===== src/rtl/dmem_arbiter.sv =====
// Two-port round-robin arbiter in front of a single-ported data memory.
// Each accepted request runs IDLE -> ACCESS -> RESP and is held until the owner consumes it.
module dmem_arbiter #(
   parameter int unsigned MEM_WORDS = 64
) (
   input  logic        clk,
   input  logic        reset,

   input  logic        req_valid_0,
   output logic        req_ready_0,
   input  logic        req_we_0,
   input  logic [31:0] req_addr_0,
   input  logic [31:0] req_wdata_0,
   output logic        rsp_valid_0,
   input  logic        rsp_ready_0,
   output logic [31:0] rsp_rdata_0,
   output logic        rsp_err_0,

   input  logic        req_valid_1,
   output logic        req_ready_1,
   input  logic        req_we_1,
   input  logic [31:0] req_addr_1,
   input  logic [31:0] req_wdata_1,
   output logic        rsp_valid_1,
   input  logic        rsp_ready_1,
   output logic [31:0] rsp_rdata_1,
   output logic        rsp_err_1,

   output logic        mem_write,
   output logic [31:0] mem_address,
   output logic [31:0] mem_write_data,
   input  logic [31:0] mem_read_data,

   output logic        busy
);
   localparam int unsigned AW = 32;
   localparam logic [AW-1:0] MEM_LIMIT = AW'(MEM_WORDS);

   typedef enum logic [1:0] {IDLE = 2'd0, ACCESS = 2'd1, RESP = 2'd2} state_t;

   state_t        state;
   logic          last_grant;
   logic          owner;
   logic          we_q;
   logic          winner;
   logic          sel_we;
   logic [AW-1:0] sel_addr;
   logic [AW-1:0] sel_wdata;
   logic          acc_oor;
   logic [AW-1:0] acc_rdata;
   logic          rsp_taken;

   // Grant selection: a lone requester wins, a tie goes to the port not granted last.
   always_comb begin
      winner = 1'b0;
      if (req_valid_0 && req_valid_1) begin
         winner = ~last_grant;
      end else if (req_valid_1) begin
         winner = 1'b1;
      end
      req_ready_0 = (state == IDLE) && !reset && req_valid_0 && !winner;
      req_ready_1 = (state == IDLE) && !reset && req_valid_1 && winner;
      sel_we      = winner ? req_we_1    : req_we_0;
      sel_addr    = winner ? req_addr_1  : req_addr_0;
      sel_wdata   = winner ? req_wdata_1 : req_wdata_0;
      acc_oor     = !(mem_address < MEM_LIMIT);
      acc_rdata   = (!we_q && !acc_oor) ? mem_read_data : '0;
      rsp_taken   = owner ? rsp_ready_1 : rsp_ready_0;
   end

   assign busy = (state != IDLE);

   always_ff @(posedge clk or posedge reset) begin
      if (reset) begin
         state          <= IDLE;
         last_grant     <= 1'b1;
         owner          <= 1'b0;
         we_q           <= 1'b0;
         mem_write      <= 1'b0;
         mem_address    <= '0;
         mem_write_data <= '0;
         rsp_valid_0    <= 1'b0;
         rsp_valid_1    <= 1'b0;
         rsp_rdata_0    <= '0;
         rsp_rdata_1    <= '0;
         rsp_err_0      <= 1'b0;
         rsp_err_1      <= 1'b0;
      end else begin
         case (state)
            IDLE: begin
               if (req_ready_0 || req_ready_1) begin
                  owner          <= winner;
                  last_grant     <= winner;
                  we_q           <= sel_we;
                  mem_address    <= sel_addr;
                  mem_write_data <= sel_wdata;
                  mem_write      <= sel_we && (sel_addr < MEM_LIMIT);
                  state          <= ACCESS;
               end
            end
            ACCESS: begin
               // Capture the memory result for the owner only; the other port stays at zero.
               mem_write   <= 1'b0;
               rsp_valid_0 <= !owner;
               rsp_valid_1 <= owner;
               rsp_err_0   <= !owner && acc_oor;
               rsp_err_1   <= owner && acc_oor;
               rsp_rdata_0 <= owner ? '0 : acc_rdata;
               rsp_rdata_1 <= owner ? acc_rdata : '0;
               state       <= RESP;
            end
            RESP: begin
               if (rsp_taken) begin
                  rsp_valid_0 <= 1'b0;
                  rsp_valid_1 <= 1'b0;
                  rsp_err_0   <= 1'b0;
                  rsp_err_1   <= 1'b0;
                  rsp_rdata_0 <= '0;
                  rsp_rdata_1 <= '0;
                  state       <= IDLE;
               end
            end
            default: begin
               mem_write <= 1'b0;
               state     <= IDLE;
            end
         endcase
      end
   end
endmodule


===== config.mk =====
export PLATFORM = sky130hd
export DESIGN_NAME = dmem_arbiter
export DESIGN_NICKNAME = d
export VERILOG_FILES = /design/src/rtl/dmem_arbiter.sv
export SDC_FILE = /design/constraint.sdc
export NUM_CORES = 1
export LEC_CHECK = 0
export BUFFER_PORTS_ARGS = -buffer_cell sky130_fd_sc_hd__buf_2
export CAP_MARGIN = 30
export CORE_MARGIN = 2
export CORE_UTILIZATION = 28
export CTS_CLUSTER_SIZE = 16
export DETAILED_ROUTE_END_ITERATION = 8
export GPL_ROUTABILITY_DRIVEN = 0
export SETUP_SLACK_MARGIN = 0.5
export SYNTH_ARGS = -nofsm -noshare
export SYNTH_HDL_FRONTEND = slang
export SYNTH_SLANG_ARGS = --single-unit

===== constraint.sdc =====
create_clock -name clk -period 4.63 [get_ports clk]
set_input_delay 0 -clock clk [delete_from_list [all_inputs] [get_ports clk]]
set_output_delay 0 -clock clk [all_outputs]
set_load 0.02 [all_outputs]

==> results.yml <==
timing:
  whs_ps: 10.5
  tightest_slew_ps: 993
  drv_slew: 0
  rsz0062_at_grt: "false"
  hold_viol: 0
  final-setup-viol-count: 0
  relSlewSlack_pct: 33.7
  tns_ps: 0
  setup_ws_ps: 1430
  clock_skew_ps: 13.5
  fin_crit_sh_pct: 69.1
  fmax_mhz: 312
  period_minus_slack_ps: 3200
floorplan:
  rows: 53
  start_util_pct: 28.6
  ios: 304
  dieArea_um2: 22700
  die_w_um: 151
  die_y_um: 151
  core_um2: 21100
placement:
  portBuffers: 303
  placed_area_um2: 7740
  dp_hpwl_mm: 13.9
  place_ws_ps: 1980
drt:
  firstDrtPassIters: 5
  vias_per_cell: 4.75
  drcViolationCount: 0
  ant_nets: 0
  vias: 6299
  first_iter_violations: 338
  routedWlPerCell_um: 15.9
  wl_mm: 21.1
cells_and_area:
  area_growth_pct: 63.1
  nets: 1206
  antenna_cells: 0
  design_area_um2: 9840
  drive_gt1_share_pct: 33.9
  fill_cells: 2014
synthesis:
  synth-edff-count: 0
  netlist_top_cells_count: "dfrtp_1, nand2_1, nor2_1, a31oi_1, a22o_1"
  syn_nets: 771
  ys.flop_type: "dfrtp_1"
  netlist_instances: 603
  synth_seq_cells: 138
  ys_seq_area_share_pct: 57.3
  yosys.area.top_type_share_pct: 56.8
  yosysWarnings: 0
  syn-cell-area_um2: 6030
  synthTopCellsByArea: "dfrtp_1, a22o_1, nand2_1"
  synth_area_leader_cell: "dfrtp_1"
  synth_async_sr_flop_share_pct: 100
  yosys.cell_types.count: 36
  syn_area_per_cell_um2: 10.0
clock_tree:
  cts_htree_levels: 4
  cts_made_buffers: 17
  postCtsHoldBufs: 150
  cts_setup_buffers: 0
  clk_path_buf_depth: 2
  cts.sinks: 138
  clkTransAtPathRegs_ps: 60
  clk_latency_ps: 410
  cts_tree: "built"
  cts-root-buf: "clkbuf_16"
  post_cts_resized: 0
setup_path:
  cp.arrival_ps: 3490
  critPathSlowestCell: "clkinv_2"
  critical_path.cell_chain: "nor3_1 > o21ai_1 > clkinv_2 > buf_4 > nor2_1 > a31oi_1 > dlygate4sd3_1"
  worst-path-buf-inv: 3
  cpLargestDelayFamily: "buffers and inverters"
  cp-end-kind: "flip-flop"
  max_stage_delay_ps: 750
  crit_required_ps: 4920
  criticalPathCategory: "flip-flop to flip-flop"
  cp_max_fo: 68
  critPathLaunchType: "flip-flop"
grt:
  grt_max_degree: 88
  grt_pass1_vias: 6247
  gr-total-overflow: 0
  grt_use_total_pct: 18.4
  antenna_found_initial: 0
  grt_first_pass_wirelength_mm: 32.4
worst_hold_path:
  worstHoldPathType: "input pin to flip-flop"
flow_run:
  max-cap-violations: 0
status:
  outcome: "finished clean"
pwr:
  total_leakage_power_uw: 0.00485
  powerDensity_nw_per_um2: 538
  vdd_drop_max_uv: 288
-- layout by cell type, fill, tap and decap left out, types with 2 or more instances in the layout --
| cell type | netlist | final |
|---|---|---|
| buf_2 | 18 | 303 |
| dlygate4sd3_1 | 0 | 150 |
| nand2_1 | 137 | 137 |
| dfrtp_1 | 137 | 137 |
| nor2_1 | 69 | 69 |
| a31oi_1 | 65 | 65 |
| a22o_1 | 64 | 64 |
| nor2b_1 | 34 | 34 |
| clkbuf_16 | 0 | 17 |
| nor4_1 | 11 | 11 |
| buf_4 | 1 | 8 |
| nor3_1 | 6 | 6 |
| inv_6 | 0 | 4 |
| nand4_1 | 4 | 4 |
| clkinv_2 | 0 | 3 |
| a21o_1 | 3 | 3 |
| nor3b_1 | 3 | 3 |
| clkinvlp_4 | 0 | 3 |
| bufinv_16 | 0 | 3 |
| nand2b_1 | 2 | 2 |
| nor4_2 | 2 | 2 |
| nor3_4 | 2 | 2 |
| nand3_1 | 2 | 2 |
| o21ai_0 | 2 | 2 |
| clkbuf_1 | 18 | 2 |
| clkinv_4 | 0 | 2 |
-- routing by layer --
| layer | share of wire (%) | vias up | routed length, um | GRT usage (%) |
|---|---|---|---|---|
| met5 | 0 | - | 0 | 0 |
| met4 | 0.97 | 0 | 206 | 4.30 |
| met3 | 6.9 | 16 | 1460 | 4.97 |
| met2 | 49 | 258 | 10300 | 31.7 |
| met1 | 43 | 3030 | 9180 | 22.9 |
| li1 | - | 2995 | - | - |
-- tightest hold or removal path: stages --
cell and delay [ps]:
buf_2 70, nor2b_1 170, a22o_1 140
-- sequential cells by signal, summed over array words and instances (netlist names), 2 cells and up --
name,cells
mem_address,32
mem_write_data,32
rsp_rdata_0,32
rsp_rdata_1,32
state,2
-- kinds of logic after synthesis --
| kind of cell | Yosys count | synth area share, % |
|---|---|---|
| AO/OA/AOI/OAI | 140 | 17.4 |
| buffers and inverters | 47 | 4.11 |
| flip-flops | 138 | 57.3 |
| multiplexers | 1 | 0.187 |
| AND/OR/NAND/NOR | 277 | 21.0 |
-- per-stage QoR --
stage | power, uW | std cells | util (%)
detailed placement | 3430 | 1144 | 36.7
CTS | 5310 | 1326 | 46.6
global placement | 3410 | 1144 | 36.7
floorplan | 2800 | 603 | -
finish | 5290 | 1326 | 46.6
global route | 5610 | 1326 | 46.6
-- where the power goes --
| group | total, uW | switching, uW | internal (uW) |
|---|---|---|---|
| Combinational | 2120 | 1200 | 929 |
| Sequential | 1770 | 255 | 1520 |
| Clock | 1390 | 539 | 853 |
-- final cells by class --
type                       count  area (um2)  share of cell area (%)
inverter                       2        13.8                   0.140
tap                          275         344                    3.50
clock buffer                  19         433                    4.40
multi-input combinational    418        2350                    23.9
clock inverter                13         166                    1.69
sequential                   138        3450                    35.1
timing repair buffer         461        3080                    31.3
-- path summary, 6_finish.rpt --
check | from | slack [ps] | end | depth (start not counted)
worst max-delay path | state[0] | 1430 | mem_write_data[24] | 7
worst min-delay path | mem_read_data[26] | 10 | rsp_rdata_0[26] | 3
worst max register to register | state[0] | 1430 | mem_write_data[24] | 7
worst min register to register | rsp_valid_0 | 470 | rsp_valid_0 | 2
max in group asynchronous | reset | 3120 | rsp_err_1 | 4
min in group asynchronous | reset | 340 | mem_write_data[23] | 3
Note: power is estimated with default switching activity, not from simulation.
